[config.mk]
export PLATFORM = sky130hd
export DESIGN_NAME = pr_skid
export DESIGN_NICKNAME = d
export VERILOG_FILES = /design/src/rtl/pr_pkg.sv /design/src/rtl/pr_skid_slot.sv /design/src/rtl/pr_skid.sv
export SDC_FILE = /design/constraint.sdc
export NUM_CORES = 1
export LEC_CHECK = 0
export ABC_CLOCK_PERIOD_IN_PS = 4100
export CORE_MARGIN = 10
export CORE_UTILIZATION = 54
export CTS_BUF_LIST = sky130_fd_sc_hd__clkbuf_4 sky130_fd_sc_hd__clkbuf_8 sky130_fd_sc_hd__clkbuf_16
export CTS_CLUSTER_SIZE = 20
export DETAILED_ROUTE_END_ITERATION = 10
export MAX_ROUTING_LAYER = met4
export PLACE_DENSITY = 0.89
export SYNTH_ARGS = -nofsm -noshare
export SYNTH_HDL_FRONTEND = slang
export SYNTH_SLANG_ARGS = --single-unit
[constraint.sdc]
create_clock -name clk -period 4.1 [get_ports clk]
set_input_delay 0.615 -clock clk [delete_from_list [all_inputs] [get_ports clk]]
set_output_delay 0.615 -clock clk [all_outputs]
set_load 0.03 [all_outputs]
[src/rtl/pr_pkg.sv]
// Shared types for the pr_skid pipeline register: state encoding and occupancy width.
package pr_pkg;

  typedef enum logic [1:0] {
    PR_EMPTY = 2'd0,
    PR_BUSY  = 2'd1,
    PR_FULL  = 2'd2
  } pr_state_e;

  localparam int OCC_W = 2;

  // Number of held entries for a given state; unused encodings report empty.
  function automatic logic [OCC_W-1:0] pr_occ(input logic [1:0] st);
    logic [OCC_W-1:0] occ;
    occ = '0;
    if (st == PR_BUSY) occ = 2'd1;
    if (st == PR_FULL) occ = 2'd2;
    return occ;
  endfunction

endpackage

[src/rtl/pr_skid_slot.sv]
// One payload register with its valid bit; clear outranks load.
// Data survives a clear unless clear_data is also set.
module pr_skid_slot #(
  parameter int DATA_W = 32
) (
  input  logic              clk,
  input  logic              rst_n,
  input  logic              load,
  input  logic              clear,
  input  logic              clear_data,
  input  logic [DATA_W-1:0] d,
  output logic [DATA_W-1:0] q,
  output logic              vld
);

  always_ff @(posedge clk or negedge rst_n) begin
    if (!rst_n) begin
      q   <= '0;
      vld <= 1'b0;
    end else if (clear) begin
      vld <= 1'b0;
      if (clear_data) q <= '0;
    end else if (load) begin
      q   <= d;
      vld <= 1'b1;
    end
  end

endmodule

[src/rtl/pr_skid.sv]
// Elastic pipeline register: 1-cycle latency, full throughput; SKID=1 registers o_ready
// via a two-entry skid, SKID=0 passes downstream ready through. Flush beats stall.
module pr_skid
  import pr_pkg::*;
#(
  parameter int DATA_W         = 32,
  parameter bit SKID           = 1'b1,
  parameter bit CLEAR_ON_FLUSH = 1'b1
) (
  input  logic              clk,
  input  logic              rst_n,
  input  logic              i_valid,
  output logic              o_ready,
  input  logic [DATA_W-1:0] i_data,
  output logic              o_valid,
  input  logic              i_ready,
  output logic [DATA_W-1:0] o_data,
  input  logic              i_stall,
  input  logic              i_flush,
  output logic [OCC_W-1:0]  o_occupancy
);

  logic [1:0]        state_q;
  logic [1:0]        state_d;
  logic              in_fire;
  logic              out_fire;
  logic              m_load;
  logic              m_clr;
  logic              s_load;
  logic              s_clr;
  logic              clr_data;
  logic [DATA_W-1:0] m_d;
  logic [DATA_W-1:0] s_q;
  logic              m_vld;
  logic              s_vld;
  logic              unused_vld;

  assign o_valid     = (state_q == PR_BUSY) || (state_q == PR_FULL);
  assign o_occupancy = pr_occ(state_q);

  // Reset gates ready combinationally so nothing is offered while rst_n is low.
  generate
    if (SKID) begin : g_rdy_skid
      assign o_ready = rst_n & ~i_stall & ~i_flush &
                       ((state_q == PR_EMPTY) || (state_q == PR_BUSY));
    end else begin : g_rdy_pass
      assign o_ready = rst_n & ~i_stall & ~i_flush & (~o_valid | i_ready);
    end
  endgenerate

  assign in_fire  = i_valid & o_ready;
  assign out_fire = o_valid & i_ready & ~i_stall;
  assign clr_data = i_flush & CLEAR_ON_FLUSH;

  always_comb begin
    state_d = state_q;
    m_load  = 1'b0;
    m_clr   = 1'b0;
    s_load  = 1'b0;
    s_clr   = 1'b0;
    m_d     = i_data;
    if (i_flush) begin
      state_d = PR_EMPTY;
      m_clr   = 1'b1;
      s_clr   = 1'b1;
    end else if (!i_stall) begin
      case (state_q)
        PR_EMPTY: begin
          if (in_fire) begin
            state_d = PR_BUSY;
            m_load  = 1'b1;
          end
        end
        PR_BUSY: begin
          if (in_fire && out_fire) begin
            m_load = 1'b1;
          end else if (in_fire && SKID) begin
            state_d = PR_FULL;
            s_load  = 1'b1;
          end else if (out_fire) begin
            state_d = PR_EMPTY;
            m_clr   = 1'b1;
          end
        end
        PR_FULL: begin
          if (!SKID) begin
            state_d = PR_EMPTY;
            m_clr   = 1'b1;
          end else if (out_fire) begin
            // Skid entry is older than anything upstream, so it moves into M.
            state_d = PR_BUSY;
            m_load  = 1'b1;
            m_d     = s_q;
            s_clr   = 1'b1;
          end
        end
        default: begin
          state_d = PR_EMPTY;
          m_clr   = 1'b1;
          s_clr   = 1'b1;
        end
      endcase
    end
  end

  always_ff @(posedge clk or negedge rst_n) begin
    if (!rst_n) state_q <= PR_EMPTY;
    else        state_q <= state_d;
  end

  pr_skid_slot #(.DATA_W(DATA_W)) u_m (
    .clk        (clk),
    .rst_n      (rst_n),
    .load       (m_load),
    .clear      (m_clr),
    .clear_data (clr_data),
    .d          (m_d),
    .q          (o_data),
    .vld        (m_vld)
  );

  generate
    if (SKID) begin : g_skid
      pr_skid_slot #(.DATA_W(DATA_W)) u_s (
        .clk        (clk),
        .rst_n      (rst_n),
        .load       (s_load),
        .clear      (s_clr),
        .clear_data (clr_data),
        .d          (i_data),
        .q          (s_q),
        .vld        (s_vld)
      );
    end else begin : g_noskid
      logic unused_s;
      assign s_q      = '0;
      assign s_vld    = 1'b0;
      assign unused_s = s_load ^ s_clr;
    end
  endgenerate

  // Occupancy comes from the state; the slot valid bits are informational only.
  assign unused_vld = m_vld ^ s_vld;

endmodule
======== Word level (Yosys, flattened, before mapping) ========
Index checks and enable logic that the tools add are counted.
W data, S select, Z words.
storage, ports and cells
  register bits ........................... 66
  output and inout port bits .............. 36
  logic and storage cells ................. 68
operators by class
  equal/unequal tests ..................... 9
  multiplexer cells ....................... 37
  bitwise logic cells ..................... 8
  reductions and logical operators ........ 11
operators with widths
  cell                  number
  $mux W32              9
  $mux W1               16
  $mux W2               8
  $ne A3 B3 Y1 const B  3
  $and A1 B1 Y1         6
  $pmux W2 S3           1
  $reduce_and A5 Y1     1
  $ne A2 B2 Y1 const B  2
  $ne A4 B4 Y1 const B  1
  $pmux W1 S2           2
  $reduce_and A2 Y1     2
  $reduce_bool A2 Y1    2
  $reduce_or A2 Y1      2
  $pmux W1 S3           1
  $eq A2 B1 Y1 const B  1
  $eq A2 B2 Y1 const B  1
  $logic_not A2 Y1      1
  $logic_or A1 B1 Y1    2
  $ne A2 B1 Y1 const B  1
  $not A1 Y1            2
  $logic_and A1 B1 Y1   1

======== Logic depth before layout (Yosys ltp) ========
Gate-level depths: netlist of run 1.
  depth in word-level cells ............... 12
  mapped depth ............................ 8
  gate-level depth less buffers ........... 6

======== Cells and area by module ========
A second synthesis of run 1 with hierarchy kept.
second synthesis, totals
  cells, all modules ...................... 299
  area total of the unflattened synthesis .. 3972.6 um^2
modules (own cells, without submodules)
  module        times used  cells each  area each (um^2)
  pr_skid_slot  2           112         1620.3
  pr_skid       1           75          732.0

======== Least setup slack after synthesis of run 1 ========
OpenSTA, ideal clock, no wires.
  path kind ............................... input-to-output
  start ................................... input port i_flush
  end ..................................... output port o_ready
  data arrival time ....................... 2.043 ns
  required time ........................... 3.485 ns
  path slack .............................. 1.442 ns
  cell stages on the path ................. 3
  path buffers ............................ 2
  path through ............................ buf_2 -> clkbuf_1 -> nor4b_1
on the way
  longest elaborated chain between the ends .. 3
ends and longest elaborated chain
  element                      RTL line       source
  start, declared              pr_skid.sv:19  input logic i_flush,
  $not A1 Y1                   pr_skid.sv:44  assign o_ready = rst_n & ~i_stall & ~i_flush &
  $and A1 B1 Y1 (2 in series)  pr_skid.sv:44
  end, declared                pr_skid.sv:13  output logic o_ready,
Every way passes these cells.

======== Final worst setup path of run 1 ========
Ends and elaborated chain as after synthesis.

==> reports/results.ini, run 1 <==
[outcome]
status=complete, no violations

[final_layout]
nFillCells=430
multi_input_area_um2=1440
syn2layout_area_growth_pct=29.1
final_util_pct=71.4
ff_latch_area_um2=1650
drive_gt1_share_pct=7.99
layout_commonest_cell=clkdlybuf4s50_1
fin_nets=428
antennaDiodeCount=0
final_cell_mix=clkdlybuf4s50_1, nand2_1, dfrtp_1, o21ai_1, mux2i_1

[global_route]
grt_pass1_wl_mm=13.3
grtUsageTotal_pct=17.1
globalRouteOverflowTotal=0
grt_max_degree=67
antenna_found_initial=0
grt_pass1_vias=2685

[cts]
cts.sinks=66
cts_buffer_depth=2
cts_setup_buffers=0
cts_tree=built
htreeDepth=3
cts.clk_slew.worst_paths_ps=70
cts.hold.buffers_added=0
numCtsBuffers=9
postCtsResizedCells=0
clock_latency_ps=350
clock_tree.root_cell=clkbuf_8

[worst_setup_path]
crit_path_end_kind=output pin
ff2ff_setup_slack_ps=1490
rr_endpoint=u_m.q[14]$_DFFE_PN0P_
worstPathRequired_ps=3480
crit_type=primary input to output pin
slowest_stage=clkdlybuf4s50_1
crit_top_cell=clkdlybuf4s50_1
crit_buf_inv=2
cp_max_fo=11
worstReg2RegStart=state_q[0]$_DFFE_PN0P_
crit_path_max_incr_delay_ps=730
r2r_cells=6
arrival_ps=2310
cp_cell_sequence=clkdlybuf4s50_1 > nor4b_1 > clkdlybuf4s50_1
startpoint_type=primary input
cpLargestDelayFamily=buffers and inverters
crit_path_start=i_flush

[power]
pwr-share-seq_pct=47.4
p_clk_share_pct=42.9
combPwrFrac_pct=9.7
p_leak_nw=1.89
p_per_area_nw_per_um2=332
p_int_mw=1.08
power.switching_mw=0.317
swShare_pct=22.7
ir_drop_mv=0.205

[place]
gp_congestion=0.935
dp_hpwl_mm=5.51
io_buffers=73

[die]
fp.dieW_um=97.6
boundaryPins=74
rows=28
start_util_pct=55.3
fp.dieH_um=97.6
core_area_um2=5890
die_area_um2=9530

[logic_synthesis]
ys_ff_latch=66
synth_compound_area_share_pct=20.6
synth_flop_cell=dfrtp_1
synth-adder-area-share_pct=1.92
muxShareOfSynthArea_pct=7.42
synth_top_family_by_area=compound AO/OA/AOI/OAI gates
synth_fp_nets=363
synth_warnings=0
synth_seq_area_share_pct=50.7
async_flop_share_pct=100
syn-cell-area_um2=3250
synth_xor_xnor_area_share_pct=0
syn_inst=320
synth_edf_count=0
yosysUniqueCellTypes=42
synth_simple_gate_area_share_pct=14.2
syn_area_per_cell_um2=10.2

[routing]
firstDrtPassIters=7
drcViolationCount=0
dr.first_iter.drc_count=190
vias_per_cell=5.89
ant_nets=0
wl_per_cell_um=17.3
wl_mm=8.03
vias=2728

[flow_run]
cap_viol_max_count=0

[timing]
fin_crit_sh_pct=71.2
grt_setup_unrepaired=false
hold_viol_final=0
clock.fmax_mhz=342
fin_worst_skew_ps=12.8
finalSetupTns_ps=0
tightest_slew_ps=1010
setup-violations-final=0
post-route-min-period_ps=2920
final-max-slew-violation-count=0
relSlewSlack_pct=32.6

[min_path]
worstHoldStart=g_skid.u_s.q[17]$_DFFE_PN0P_
whs_endpoint=g_skid.u_s.q[17]$_DFFE_PN0P_
holdCritPathClass=flip-flop to flip-flop
hold_depth=1

## cell type report
cell class	count	share of cell area, %
Inverter	11	0.982
Sequential cell	66	39.3
Multi-Input combinational cell	219	34.3
Clock inverter	3	1.55
Tap cell	75	2.23
Timing Repair Buffer	78	18.2
Clock buffer	11	3.45
## layer usage
metal	GRT usage [%]	vias to the layer above	part of all wire [%]
met5	-	-	0
met2	26.4	110	49
met4	5.15	0	1.1
met3	4.91	13	5.8
li1	-	1284	-
met1	21.2	1321	44
## cells in the mapped netlist, types with 2 or more instances
cell / count / area [µm²]
nand2_1: 71 / 267
dfrtp_1: 66 / 1650
ha_1: 5 / 62.6
buf_4: 4 / 30.0
mux2i_1: 23 / 230
nand4b_1: 2 / 17.5
nor2_1: 4 / 15.0
a31o_1: 4 / 35.0
a22o_1: 8 / 70.1
o311ai_1: 7 / 61.3
and3_1: 2 / 12.5
clkbuf_1: 14 / 52.6
nand3_1: 4 / 20.0
o22ai_1: 21 / 131
o211ai_1: 11 / 82.6
o2111ai_1: 7 / 61.3
buf_2: 4 / 20.0
buf_6: 2 / 22.5
o21ai_1: 26 / 130
inv_1: 10 / 37.5
a2bb2oi_1: 4 / 35.0
## power by group through the flow
stage                     Clock (mW)  Sequential (mW)  Combinational, mW
after floorplan                    0            0.681             0.0505
after global placement             0            0.673              0.133
after detailed placement           0            0.674              0.136
after CTS                      0.602            0.661              0.136
after global routing           0.626            0.662              0.146
final                          0.599            0.661              0.135
## worst reg2reg max path: cells and delay by family, from the launching register on
kind / cells / cell delay (ps)
AOI/OAI and AO/OA: 2 / 1030
DFF: 1 / 440
adders and majority gates: 1 / 400
muxes: 1 / 300
and+or+nand+nor: 1 / 260
buffers and inverters: 1 / 90
## metrics by stage
| step | total power, mW | worst slack, ps | std cells | hold slack [ps] | cell area, µm² |
|---|---|---|---|---|---|
| 6_report | 1.40 | 1180 | 463 | 507 | 4200 |
| 5_1_grt | 1.43 | 1060 | 463 | 518 | 4200 |
| 4_1_cts | 1.40 | 1160 | 463 | 507 | 4200 |
| 3_5_place_dp | 0.809 | 1080 | 449 | 486 | 3990 |
| 3_3_place_gp | 0.806 | 1190 | 449 | 484 | 3990 |
| 2_1_floorplan | 0.732 | 1440 | 320 | 319 | 3250 |
## state kept, by name (all words and copies together), names as in the netlist
name	cells
u_m.q	32
state_q	2
g_skid.u_s.q	32
## kinds of logic after synthesis
family	after synthesis
buffers and inverters	35
flip-flops	66
adder cells (fa/ha/maj)	5
AND/OR/NAND/NOR	96
multiplexers	24
AO/OA/AOI/OAI	94
## worst max path at each step
| stage | endpoint | slack, ps | depth (start not counted) |
|---|---|---|---|
| 2_1_floorplan | o_ready | 1440 | 3 |
| 3_3_place_gp | o_ready | 1190 | 3 |
| 3_5_place_dp | u_m.q[14]$_DFFE_PN0P_ | 1080 | 5 |
| 4_1_cts | o_ready | 1160 | 3 |
| 5_1_grt | o_ready | 1060 | 3 |
| 6_report | o_ready | 1180 | 3 |
No activity file was read; power rests on OpenSTA's default activity.
==> inputs of run 2 (changes only) <==
- ABC_CLOCK_PERIOD_IN_PS: 4100 -> 3000
- CORE_UTILIZATION: 54 -> 50
- PLACE_DENSITY: 0.89 -> 0.84
- clock period: 4.1 -> 3 ns (I/O delays scaled with it)
==> run 2 against run 1 <==
  * Clock power is 14% higher
  * Die area is 6.3% higher
  * Clock skew hardly changed
  * Critical path type unchanged
  * Highest routed layer unchanged
==> reports/results.ini, run 2 (same netlist as run 1, synthesis figures left out) <==
[place]
dp_hpwl_mm=5.81
io_buffers=73
dpl.cell_count=456
gp_congestion=0.912
dpl_cell_area_um2=4030

[timing]
final-max-slew-violation-count=0
fin_worst_skew_ps=12.7
finalSetupTns_ps=0
hold_viol_final=0
fin_crit_sh_pct=91.1
setup-violations-final=0
relSlewSlack_pct=31.5
grt_setup_unrepaired=false
post-route-min-period_ps=2730
tightest_slew_ps=1020
clock.fmax_mhz=366

[routing]
drcViolationCount=0
wl_per_cell_um=17.5
dr.first_iter.drc_count=111
vias_per_cell=5.61
wl_mm=8.25
firstDrtPassIters=4
vias=2650
ant_nets=0

[die]
fp.dieW_um=101
boundaryPins=74
rows=29
start_util_pct=51.3
die_area_um2=10100
core_area_um2=6350
fp.dieH_um=101

[cts]
clock_tree.root_cell=clkbuf_8
clock_latency_ps=340
cts.sinks=66
htreeDepth=3
numCtsBuffers=9
cts_buffer_depth=2
cts.clk_slew.worst_paths_ps=60
cts_setup_buffers=0
cts_tree=built

[final_layout]
antennaDiodeCount=0
instances_no_fill=472
drive_gt1_share_pct=9.37
syn2layout_area_growth_pct=29.7
fin_area_um2=4220
reg_top3=g_skid.u_s.q: 32 flops, u_m.q: 32 flops, state_q: 2 flops
fin_nets=434
layout_commonest_cell=clkdlybuf4s50_1
final_util_pct=66.5
final_cell_mix=clkdlybuf4s50_1, nand2_1, dfrtp_1, o21ai_1, mux2i_1

[global_route]
antenna_found_initial=0
grt_max_degree=62
grt_pass1_wl_mm=13.4
grt_pass1_vias=2693
globalRouteOverflowTotal=0
grtUsageTotal_pct=16.7

[worst_setup_path]
arrival_ps=2280
cp_max_fo=8
worstPathRequired_ps=2550
crit_type=primary input to output pin
slowest_stage=clkdlybuf4s50_1
crit_path_end_kind=output pin
cp_cell_sequence=dlygate4sd3_1 > buf_2 > nor4b_1 > clkdlybuf4s50_1
crit_path_max_incr_delay_ps=740
startpoint_type=primary input

[power]
finalPower_mw=1.78
p_leak_nw=1.91
ir_drop_mv=0.239
p_per_area_nw_per_um2=421

[outcome]
status=complete, no violations

[min_path]
holdCritPathClass=flip-flop to flip-flop

[flow_run]
cap_viol_max_count=0

==> run 2: cell types whose count changed in the layout (fill, tap and decap cells not counted), sizes merged <==
cell / change
dlygate4sd3: +1
bufinv: -2
clkbuf: +2
clkinvlp: +1
buf: +5
==> run 2: final timing paths <==
| check | startpoint | to | slack (ps) | depth (start not counted) |
|---|---|---|---|---|
| max reg2reg | state_q[0]$_DFFE_PN0P_ | u_m.q[8]$_DFFE_PN0P_ | 470 | 6 |
| max | rst_n | o_ready | 270 | 4 |
| max in group asynchronous | rst_n | u_m.q[18]$_DFFE_PN0P_ | 1440 | 3 |
| min reg2reg | g_skid.u_s.q[30]$_DFFE_PN0P_ | g_skid.u_s.q[30]$_DFFE_PN0P_ | 510 | 1 |
| min | g_skid.u_s.q[30]$_DFFE_PN0P_ | g_skid.u_s.q[30]$_DFFE_PN0P_ | 510 | 1 |
| min in group asynchronous | rst_n | g_skid.u_s.q[28]$_DFFE_PN0P_ | 520 | 2 |
==> run 2: area by class of cell <==
| cell class | count | area (µm²) |
|---|---|---|
| clock buffer | 13 | 166 |
| clock inverter | 2 | 12.5 |
| fill | 508 | 2130 |
| inverter | 11 | 41.3 |
| multi-input combinational | 219 | 1440 |
| sequential | 66 | 1650 |
| tap | 77 | 96.3 |
| timing repair buffer | 84 | 811 |
==> run 2: routing by layer <==
layer,vias up,wire length (µm),track usage (%)
met1,1261,3620,20.3
met2,79,4020,25.9
met3,10,509,5.14
li1,1300,-,-
met5,-,0,-
met4,0,98,5.65
==> run 2: power breakdown <==
part           internal (mW)  switching (mW)  total (mW)
sequential             0.898         0.00560       0.904
combinational         0.0882           0.101       0.189
clock                  0.358           0.324       0.683
total                   1.34           0.431        1.78
==> run 2: critical path: cells and delay by family <==
| kind | cells | cell delay (ps) |
|---|---|---|
| buffers and inverters | 3 | 1530 |
| and+or+nand+nor | 1 | 300 |
==> run 2: repair_timing <==
action                                 4_1_cts  5_1_grt
resized for setup                            0        0
endpoints found under the hold margin        5        0
setup endpoints to repair                    0        0
hold buffers                                 1        0
==> run 2: per-stage QoR <==
| stage | hold slack, ps | setup WS (ps) |
|---|---|---|
| global route | 527 | 166 |
| CTS | 506 | 221 |
| detailed placement | 335 | 360 |
| floorplan | 154 | 551 |
| global placement | 337 | 451 |
| finish | 505 | 267 |
